[config.mk]
export PLATFORM = sky130hd
export DESIGN_NAME = satd_hadamard4x4_flat
export DESIGN_NICKNAME = d
export VERILOG_FILES = /design/src/rtl/satd_hadamard4x4_pkg.sv /design/src/rtl/satd_hadamard4x4_if.sv /design/src/rtl/satd_hadamard4x4_hadamard4.sv /design/src/rtl/satd_hadamard4x4.sv /design/src/flat_wrapper.sv
export SDC_FILE = /design/constraint.sdc
export NUM_CORES = 1
export LEC_CHECK = 0
export CORE_MARGIN = 4
export CORE_UTILIZATION = 30
export CTS_CLUSTER_SIZE = 30
export DETAILED_ROUTE_END_ITERATION = 8
export GPL_ROUTABILITY_DRIVEN = 0
export GPL_TIMING_DRIVEN = 0
export PLACE_DENSITY = 0.47
export SYNTH_ARGS = -nofsm -noshare
export SYNTH_HDL_FRONTEND = slang
export SYNTH_SLANG_ARGS = --single-unit
[constraint.sdc]
create_clock -name clk -period 22.3 [get_ports clk]
set_clock_uncertainty 0.2 [all_clocks]
set_input_delay 4.46 -clock clk [delete_from_list [all_inputs] [get_ports clk]]
set_output_delay 4.46 -clock clk [all_outputs]
set_load 0.05 [all_outputs]
[src/rtl/satd_hadamard4x4_pkg.sv]
// satd_pkg: shared widths, FSM state encoding and a row-slice helper for the
// 4x4 Hadamard SATD block.
//   DIFF_W : signed residual width per sample
//   ROW_W  : width after the row (first) Hadamard pass
//   COEF_W : width after the column (second) Hadamard pass
//   SATD_W : width of the accumulated, unsigned block SATD
package satd_pkg;

  localparam int DIFF_W = 9;
  localparam int ROW_W  = DIFF_W + 2;
  localparam int COEF_W = DIFF_W + 4;
  localparam int SATD_W = 16;

  typedef enum logic [1:0] {
    LOAD = 2'd0,
    COLS = 2'd1,
    DONE = 2'd2
  } state_e;

  // Sample j of a packed residual row lives at [DIFF_W*j +: DIFF_W].
  function automatic logic [DIFF_W-1:0] row_sample(input logic [4*DIFF_W-1:0] row,
                                                   input logic [1:0]          j);
    return row[DIFF_W*int'(j) +: DIFF_W];
  endfunction

endpackage

[src/rtl/satd_hadamard4x4_if.sv]
// satd_hadamard4x4_if: row input and SATD output handshakes of the block.
//   in_valid/in_ready/in_row    : one packed 4-sample residual row per transfer
//   out_valid/out_ready/out_satd: block SATD toward the cost logic
// master = producer/consumer side (testbench), slave = satd_hadamard4x4.
interface satd_hadamard4x4_if;

  logic                              in_valid;
  logic                              in_ready;
  logic [4*satd_pkg::DIFF_W-1:0]     in_row;
  logic                              out_valid;
  logic                              out_ready;
  logic [satd_pkg::SATD_W-1:0]       out_satd;

  modport master (
    output in_valid, in_row, out_ready,
    input  in_ready, out_valid, out_satd
  );

  modport slave (
    input  in_valid, in_row, out_ready,
    output in_ready, out_valid, out_satd
  );

endinterface

[src/rtl/satd_hadamard4x4_hadamard4.sv]
// hadamard4: combinational 4-point Hadamard butterfly.
//   x0..x3 : signed inputs, IN_W bits
//   h0..h3 : signed outputs, IN_W+2 bits (two butterfly stages, never wraps)
module hadamard4 #(
  parameter int IN_W = 9
) (
  input  logic signed [IN_W-1:0] x0,
  input  logic signed [IN_W-1:0] x1,
  input  logic signed [IN_W-1:0] x2,
  input  logic signed [IN_W-1:0] x3,
  output logic signed [IN_W+1:0] h0,
  output logic signed [IN_W+1:0] h1,
  output logic signed [IN_W+1:0] h2,
  output logic signed [IN_W+1:0] h3
);

  logic signed [IN_W+1:0] e0, e1, e2, e3;
  logic signed [IN_W+1:0] s01, d01, s23, d23;

  always_comb begin
    e0  = (IN_W+2)'(x0);
    e1  = (IN_W+2)'(x1);
    e2  = (IN_W+2)'(x2);
    e3  = (IN_W+2)'(x3);
    s01 = e0 + e1;
    d01 = e0 - e1;
    s23 = e2 + e3;
    d23 = e2 - e3;
    h0  = s01 + s23;
    h1  = d01 + d23;
    h2  = s01 - s23;
    h3  = d01 - d23;
  end

endmodule

[src/rtl/satd_hadamard4x4.sv]
// satd_hadamard4x4: 4x4 Hadamard SATD of one residual block.
//   clk, rst_n : clock, asynchronous active-low reset
//   flush      : synchronous abort of the partial block and pending result
//   bus        : satd_hadamard4x4_if.slave (row input, SATD output)
// Rows are row-transformed on arrival into a 4x4 buffer; the four columns are
// then transformed one per cycle and their absolute coefficients accumulated.
// Optional macro SATD_NORM_EN: output (sum + 1) >> 1 instead of the raw sum.
module satd_hadamard4x4
  import satd_pkg::*;
(
  input  logic                clk,
  input  logic                rst_n,
  input  logic                flush,
  satd_hadamard4x4_if.slave   bus
);

  state_e                   state_q, state_d;
  logic [1:0]               r_cnt_q, r_cnt_d;
  logic [1:0]               c_cnt_q, c_cnt_d;
  logic [SATD_W-1:0]        acc_q, acc_d;
  logic [SATD_W-1:0]        out_satd_q, out_satd_d;
  logic signed [ROW_W-1:0]  row_buf_q [4][4];
  logic signed [ROW_W-1:0]  row_buf_d [4][4];

  logic signed [ROW_W-1:0]  row_h [4];
  logic signed [COEF_W-1:0] col_h [4];
  logic [COEF_W-1:0]        col_abs [4];
  logic [SATD_W-1:0]        col_sum;
  logic [SATD_W-1:0]        total;
  logic [SATD_W-1:0]        final_satd;

  hadamard4 #(.IN_W(DIFF_W)) u_row_pass (
    .x0(signed'(row_sample(bus.in_row, 2'd0))),
    .x1(signed'(row_sample(bus.in_row, 2'd1))),
    .x2(signed'(row_sample(bus.in_row, 2'd2))),
    .x3(signed'(row_sample(bus.in_row, 2'd3))),
    .h0(row_h[0]), .h1(row_h[1]), .h2(row_h[2]), .h3(row_h[3])
  );

  hadamard4 #(.IN_W(ROW_W)) u_col_pass (
    .x0(row_buf_q[0][c_cnt_q]),
    .x1(row_buf_q[1][c_cnt_q]),
    .x2(row_buf_q[2][c_cnt_q]),
    .x3(row_buf_q[3][c_cnt_q]),
    .h0(col_h[0]), .h1(col_h[1]), .h2(col_h[2]), .h3(col_h[3])
  );

  // Magnitudes keep the full coefficient width so that the most negative
  // coefficient still yields an exact unsigned value.
  always_comb begin
    for (int i = 0; i < 4; i++) begin
      col_abs[i] = col_h[i][COEF_W-1] ? COEF_W'(-col_h[i]) : COEF_W'(col_h[i]);
    end
    col_sum = SATD_W'(col_abs[0]) + SATD_W'(col_abs[1]) +
              SATD_W'(col_abs[2]) + SATD_W'(col_abs[3]);
    total   = acc_q + col_sum;
`ifdef SATD_NORM_EN
    final_satd = SATD_W'(({1'b0, total} + (SATD_W+1)'(1)) >> 1);
`else
    final_satd = total;
`endif
  end

  // Next-state logic; flush is applied last so it overrides any handshake.
  always_comb begin
    state_d    = state_q;
    r_cnt_d    = r_cnt_q;
    c_cnt_d    = c_cnt_q;
    acc_d      = acc_q;
    out_satd_d = out_satd_q;
    row_buf_d  = row_buf_q;

    case (state_q)
      LOAD: begin
        if (bus.in_valid) begin
          for (int j = 0; j < 4; j++) row_buf_d[r_cnt_q][j] = row_h[j];
          r_cnt_d = r_cnt_q + 2'd1;
          if (r_cnt_q == 2'd3) begin
            state_d = COLS;
            c_cnt_d = 2'd0;
            acc_d   = '0;
          end
        end
      end
      COLS: begin
        acc_d   = total;
        c_cnt_d = c_cnt_q + 2'd1;
        if (c_cnt_q == 2'd3) begin
          out_satd_d = final_satd;
          state_d    = DONE;
        end
      end
      DONE: begin
        if (bus.out_ready) begin
          r_cnt_d = 2'd0;
          state_d = LOAD;
        end
      end
      default: state_d = LOAD;
    endcase

    if (flush) begin
      state_d = LOAD;
      r_cnt_d = 2'd0;
      c_cnt_d = 2'd0;
      acc_d   = '0;
    end
  end

  // Control state with asynchronous reset.
  always_ff @(posedge clk or negedge rst_n) begin
    if (!rst_n) begin
      state_q    <= LOAD;
      r_cnt_q    <= 2'd0;
      c_cnt_q    <= 2'd0;
      acc_q      <= '0;
      out_satd_q <= '0;
    end else begin
      state_q    <= state_d;
      r_cnt_q    <= r_cnt_d;
      c_cnt_q    <= c_cnt_d;
      acc_q      <= acc_d;
      out_satd_q <= out_satd_d;
    end
  end

  // Transpose buffer needs no reset: it is always fully rewritten before use.
  always_ff @(posedge clk) begin
    row_buf_q <= row_buf_d;
  end

  assign bus.in_ready  = (state_q == LOAD);
  assign bus.out_valid = (state_q == DONE);
  assign bus.out_satd  = out_satd_q;

endmodule

[src/flat_wrapper.sv]
// flat-port wrapper written by rule: the top's interface ports become plain ports
module satd_hadamard4x4_flat import satd_pkg::*;
  (clk, rst_n, flush, bus_in_valid, bus_in_row, bus_out_ready, bus_in_ready, bus_out_valid, bus_out_satd);
  satd_hadamard4x4_if bus_i ();
  input  logic clk;
  input  logic rst_n;
  input  logic flush;
  input wire logic [$bits(bus_i.in_valid)-1:0] bus_in_valid;
  input wire logic [$bits(bus_i.in_row)-1:0] bus_in_row;
  input wire logic [$bits(bus_i.out_ready)-1:0] bus_out_ready;
  output wire logic [$bits(bus_i.in_ready)-1:0] bus_in_ready;
  output wire logic [$bits(bus_i.out_valid)-1:0] bus_out_valid;
  output wire logic [$bits(bus_i.out_satd)-1:0] bus_out_satd;
  assign bus_i.in_valid = bus_in_valid;
  assign bus_i.in_row = bus_in_row;
  assign bus_i.out_ready = bus_out_ready;
  assign bus_in_ready = bus_i.in_ready;
  assign bus_out_valid = bus_i.out_valid;
  assign bus_out_satd = bus_i.out_satd;
  satd_hadamard4x4 u_core (.clk(clk), .rst_n(rst_n), .flush(flush), .bus(bus_i));
endmodule
**Word-level counts from Yosys, hierarchy flattened**

Index checks and enable logic that the tools add are counted.

- Output and inout port bits: 18
- Logic and storage cells: 114
- Input bits: 41
- Bits in registers: 214

- Add/subtract/negate cells: 26
- Equality and inequality tests: 8
- Mux-type cells: 45
- Reduce and logical (&&, ||, !) cells: 9
- Magnitude comparators: 3
- Bitwise logic cells: 2

Operator list:

| kind | number |
|---|---|
| bitwise mux 176 bit | 4 |
| demux 44 bit (select 2 bit) | 4 |
| 2-to-1 mux 11 bit | 9 |
| binary-select mux 11 bit (select 2 bit) | 4 |
| 2-to-1 mux 13 bit | 4 |
| negator 13 bit | 4 |
| 2-to-1 mux 16 bit | 3 |
| 2-to-1 mux 44 bit | 1 |
| 2-to-1 mux 33 bit | 1 |
| adder 16 x 13 -> 16 bit | 2 |
| case mux 16 bit (2 select lines) | 1 |
| adder 12 x 12 -> 13 bit | 2 |
| subtractor 12 x 12 -> 13 bit | 2 |
| adder 11 x 11 -> 12 bit | 2 |
| subtractor 11 x 11 -> 12 bit | 2 |
| adder 10 x 10 -> 11 bit | 2 |
| 2-to-1 mux 22 bit | 1 |
| subtractor 10 x 10 -> 11 bit | 2 |
| adder 9 x 9 -> 10 bit | 2 |
| 2-to-1 mux 2 bit | 10 |
| subtractor 9 x 9 -> 10 bit | 2 |
| adder 16 bit | 1 |
| adder 13 x 13 -> 14 bit | 1 |
| case mux 2 bit (2 select lines) | 2 |
| other kinds (15) | 25 |

**Depth between registers and ports, before layout**

- Depth in word-level cells: 14
- Gate-level depth with buffers: 44
- Depth with buffers taken out: 41

**Modules after synthesis**

From an unflattened synthesis, not the netlist that was laid out.

- Cell total of the unflattened synthesis: 1786
- Area total of the unflattened synthesis: 18385.1 um2

Modules (own cells, without submodules):

| module | cells an instance | area each (um2) | times used | seq. area each (um2) |
|---|---|---|---|---|
| satd_hadamard4x4 | 739 | 10769.1 | 1 | 6236.0 |
| hadamard4 at u_core.u_col_pass | 597 | 4192.8 | 1 | 0.0 |
| hadamard4 at u_core.u_row_pass | 450 | 3423.3 | 1 | 0.0 |

**Worst setup path before layout**

Ideal clock, no wire load.

- Path kind: reg2reg
- Start: register u_core.c_cnt_q[0]
- End: register u_core.out_satd_q[15] (netlist: u_core.bus.out_satd[15])
- Library setup time: 0.083 ns
- Data required time: 22.017 ns
- Path buffers: 3
- Period minus slack after synthesis: 9.199 ns
- Arrival: 8.917 ns
- Path slack: 13.101 ns
- Stages on the path, launching flop included: 42
- Path through: dfrtp_1 > clkbuf_1 > buf_1 > mux4_2 > ha_1 > nor2b_1 > o21a_1 > o21bai_1 > a21oi_1 > o41a_1 > a21o_1 > a21oi_1 > xor2_1 > ha_1 > clkbuf_1 > nand2_1 > o21ai_0 > nand2_1 > [6 not listed] > nand2b_1 > a21oi_1 > o21ai_0 > a41oi_1 > nand2b_1 > xnor2_1 > fa_1 > fa_1 > inv_1 > ha_1 > nand2_1 > nor3_1 > a21oi_1 > a21oi_1 > mux2i_1 > nor2_1 > xor2_1 > o21ai_0

- Longest elaborated chain between the ends: 12
- Elaborated cells between the ends (all ways): 35
- Those cells by class: add/sub (16); eq/ne (1); mux (16); bitwise (1); reduce/logical (1)

RTL lines:

| what | RTL line | text |
|---|---|---|
| start, declared | satd_hadamard4x4.sv:19 | `logic [1:0] c_cnt_q, c_cnt_d;` |
| start signal, assigned | satd_hadamard4x4.sv:121 | `c_cnt_q <= c_cnt_d;` |
| inverter 2 -> 3 bit (not written as such) | -- |  |
| binary-select mux 11 bit (select 2 bit) (on tied branches) | -- |  |
| 2-to-1 mux 11 bit (on tied branches) (2 in a row) | -- |  |
| adder 11 x 11 -> 12 bit (tied with other cells) | satd_hadamard4x4_hadamard4.sv:25 | `s01 = e0 + e1;` |
| adder 12 x 12 -> 13 bit (on tied branches) | satd_hadamard4x4_hadamard4.sv:29, satd_hadamard4x4_hadamard4.sv:30 |  |
| negator 13 bit | satd_hadamard4x4.sv:52 | `col_abs[i] = col_h[i][COEF_W-1] ? COEF_W'(-col_h[i]) : COEF_W'(col_h[i]);` |
| 2-to-1 mux 13 bit | satd_hadamard4x4.sv:52 |  |
| adder 13 x 13 -> 14 bit | satd_hadamard4x4.sv:54 | `col_sum = SATD_W'(col_abs[0]) + SATD_W'(col_abs[1]) +` |
| adder 16 x 13 -> 16 bit | satd_hadamard4x4.sv:54 |  |
| adder 16 x 13 -> 16 bit | satd_hadamard4x4.sv:55 | `SATD_W'(col_abs[2]) + SATD_W'(col_abs[3]);` |
| adder 16 bit | satd_hadamard4x4.sv:56 | `total = acc_q + col_sum;` |
| end signal, assigned | satd_hadamard4x4.sv:123 | `out_satd_q <= out_satd_d;` |
| end, declared | satd_hadamard4x4.sv:21 | `logic [SATD_W-1:0] out_satd_q, out_satd_d;` |

Several ways; a longest one is shown, not always the timed one. The select of a mux whose other input is x is not followed.
A chain may end at the register's enable or synchronous reset.

**Worst setup path in the final report**

- Start: register u_core.c_cnt_q[0]
- End: register u_core.acc_q[15]

- Longest elaborated chain between the ends: 14
- Elaborated cells between the ends (all ways): 35
- Those cells by class: add/sub (16); mux (18); bitwise (1)

RTL lines:

| what | RTL line | text |
|---|---|---|
| inverter 2 -> 3 bit (not written as such) (*) | -- |  |
| binary-select mux 11 bit (select 2 bit) (on tied branches) | -- |  |
| 2-to-1 mux 11 bit (on tied branches) (2 in a row) | -- |  |
| adder 11 x 11 -> 12 bit (tied with other cells) | satd_hadamard4x4_hadamard4.sv:25 |  |
| adder 12 x 12 -> 13 bit (on tied branches) | satd_hadamard4x4_hadamard4.sv:29, satd_hadamard4x4_hadamard4.sv:30 |  |
| negator 13 bit | satd_hadamard4x4.sv:52 |  |
| 2-to-1 mux 13 bit | satd_hadamard4x4.sv:52 |  |
| adder 13 x 13 -> 14 bit | satd_hadamard4x4.sv:54 |  |
| adder 16 x 13 -> 16 bit | satd_hadamard4x4.sv:54 |  |
| adder 16 x 13 -> 16 bit (*) | satd_hadamard4x4.sv:55 |  |
| adder 16 bit (*) | satd_hadamard4x4.sv:56 |  |
| case mux 16 bit (2 select lines) (*) | satd_hadamard4x4.sv:73 | `case (state_q)` |
| 2-to-1 mux 16 bit (*) | satd_hadamard4x4.sv:102 | `if (flush) begin` |
| end signal, assigned | satd_hadamard4x4.sv:116 | `acc_q <= '0;` |
| end signal, assigned | satd_hadamard4x4.sv:122 | `acc_q <= acc_d;` |
| end, declared | satd_hadamard4x4.sv:20 | `logic [SATD_W-1:0] acc_q, acc_d;` |

Mark *: on every way between the ends. The rest lies on a longest branch, timed or not. The select of a mux whose other input is x is not followed.

==> flow_summary_export.csv <==
group,metric,value,unit
sta,setup_violations,0,
sta,period_share,50.8,%
logic_synthesis,synth-main-ff-cell,"edfxtp_1",
job,maxCapViolations,0,
floorplanning,core,59200,sq um
sta,setup-tns-final,0,ps
clocking,ctsHtreeMaxLevel,1,
sta,tightest_slew,1240,ps
critical_path,cpMostUsedCell,"a21oi_1",
floorplanning,die_h,253,microns
clocking,holdBufCountCts,0,
finish,finalNetCount,2168,
clocking,clkTransAtPathRegs,60,ps
sta,fin_crit,11340,ps
finish,final_util,34.4,%
logic_synthesis,ys_types,87,
critical_path,crit_path_max_incr_delay,950,ps
logic_synthesis,yosys.area.top_type,"edfxtp_1",
routing,drt_iter0_markers,623,
routing,vias,12800,
finish,area_growth,13.2,%
finish,drive_above_1_share,7.35,%
sta,hold_viol,0,
global_routing,grt_max_degree,40,
floorplanning,die_w,253,microns
status,outcome,"finished, final reports clean",
sta,drv_slew,0,
logic_synthesis,ys_ff_latch,210,
logic_synthesis,synthCells,1786,
clocking,numCtsBuffers,24,
floorplanning,top_level_ports,59,
logic_synthesis,ys_async_sr_fraction,18.1,%
floorplanning,rows,89,
sta,rsz0062_at_grt,"no",
routing,ant_nets,0,
critical_path,critPathRequiredTime,22530,ps
global_routing,grt_pass1_vias,13300,
global_routing,gr-total-overflow,0,
critical_path,cp.arrival,11560,ps
clocking,cts_buffer_depth,3,
placement,dpl.hpwl,36700,microns
critical_path,path_class,"register to register",
logic_synthesis,netlist_area,18000,sq um
clocking,clock-sinks,210,
floorplanning,dieArea,64000,sq um
sta,relSlewSlack,17.0,%
critical_path,worst-path-max-fanout,10,
global_routing,grt_pass1_wl,71800,microns
routing,post_drt_wl_per_cell,16.9,microns
clocking,cts_tree,"built",
routing,routed_wirelength,44900,microns
clocking,root_buffer,"clkbuf_16",
floorplanning,start_util,30.4,%
logic_synthesis,synth_top_area_share,28.7,%
clocking,post-cts-setup-buffer-count,0,
logic_synthesis,synth_top_cells_by_count,"inv_1, ha_1, edfxtp_1",
min_path,min_path_type,"register to register",
sta,max_freq,88.2,MHz
routing,avgViaCountPerCell,4.80,
logic_synthesis,ys_seq_area_share,34.0,%
logic_synthesis,synthesis.nets,2078,
clocking,clk_latency,530,ps
routing,firstDrtPassIters,5,
logic_synthesis,synth_most_common_cell,"inv_1",
clocking,post_cts_resized,0,
global_routing,grt_antenna_before_repair,0,
logic_synthesis,synth_edf_count,172,
critical_path,cp-end-kind,"register",
critical_path,critPathSlowestCell,"buf_1",
global_routing,grt_usage,14.0,%
sta,hold_slack,279,ps
routing,drc,0,
logic_synthesis,synth_warnings,0,
logic_synthesis,ys_top_cells_by_area,"edfxtp_1, ha_1, xnor2_1",
critical_path,worstSetupStartpointType,"register",
finish,num_antenna_cells,0,
placement,io_buffer_count,57,
logic_synthesis,synth_area_per_cell,10.1,sq um
==> kinds of logic (layout without fill, tap and decap cells) <==
family | after synthesis | after routing | synth area share, %
AO/OA/AOI/OAI | 415 | 415 | 14.9
XOR/XNOR | 186 | 186 | 9.05
adder cells (fa/ha/maj) | 251 | 251 | 19.2
buffers and inverters | 270 | 375 | 5.79
flip-flops | 210 | 210 | 34.0
multiplexers | 50 | 50 | 5.59
AND/OR/NAND/NOR | 404 | 404 | 11.5
==> cell usage in the layout (no fill, tap or decap), drive strengths merged, types with 40 or more instances in the layout <==
master,count
nor2b,53
edfxtp,172
xor2,68
clkbuf,72
clkdlybuf4s50,56
inv,212
fa,43
xnor2,118
o21ai,99
nand2,85
mux4,40
ha,208
nor2,117
a21oi,136
==> cell type report <==
class	instances	area [sq um]
Clock inverter	10	80.1
Timing Repair Buffer	64	671
Buffer	59	250
Multi-Input combinational cell	1306	10900
Clock buffer	31	648
Inverter	211	792
Fill cell	6047	38900
Sequential cell	210	6120
Tap cell	773	967
==> worst paths after layout <==
kind                            depth (start not counted)                                 end                          start  slack [ps]
worst max-delay path                                   40        u_core.acc_q[15]$_DFFE_PN0P_  u_core.c_cnt_q[0]$_DFFE_PN0P_       10960
worst min-delay path                                    2         u_core.acc_q[7]$_DFFE_PN0P_    u_core.acc_q[7]$_DFFE_PN0P_         280
worst max register to register                         40        u_core.acc_q[15]$_DFFE_PN0P_  u_core.c_cnt_q[0]$_DFFE_PN0P_       10960
worst min register to register                          2         u_core.acc_q[7]$_DFFE_PN0P_    u_core.acc_q[7]$_DFFE_PN0P_         280
max in group asynchronous                               1         u_core.acc_q[8]$_DFFE_PN0P_                          rst_n       17490
min in group asynchronous                               1  u_core.bus.out_satd[6]$_DFFE_PN0P_                          rst_n        3850
==> sequential cells by signal, summed over array words and instances (netlist names) <==
signal / count
u_core.row_buf_q: 172
u_core.state_q: 2
u_core.c_cnt_q: 2
u_core.r_cnt_q: 2
u_core.bus.out_satd: 16
u_core.acc_q: 16
==> layer usage <==
layer | vias to the layer above | share of wire, % | GRT usage (%)
met5 | - | 0 | 0
met1 | 6149 | 45 | 18.4
met4 | 0 | 2.4 | 3.23
li1 | 6432 | - | -
met2 | 170 | 49 | 24.9
met3 | 44 | 2.7 | 1.34
==> per-stage QoR <==
| step | area (sq um) | setup WS, ps | instances |
|---|---|---|---|
| global route | 20400 | 10000 | 2664 |
| detailed placement | 19700 | 10780 | 2623 |
| global placement | 19500 | 10780 | 2616 |
| CTS | 20400 | 10760 | 2664 |
| finish | 20400 | 10960 | 2664 |
| floorplan | 18000 | 13100 | 1786 |
==> critical path: cells and delay by family (launching register included) <==
kind | cells | cell delay [ps]
AOI/OAI and AO/OA | 15 | 3980
adders and majority gates | 6 | 2400
buffers and inverters | 4 | 1640
and+or+nand+nor | 10 | 1210
muxes | 2 | 1030
xor gates and xnor gates | 3 | 420
DFF | 1 | 350
Power is left out: the tool's default activity adds up to more than one toggle a clock period on the data nets, which glitch-free logic cannot reach.
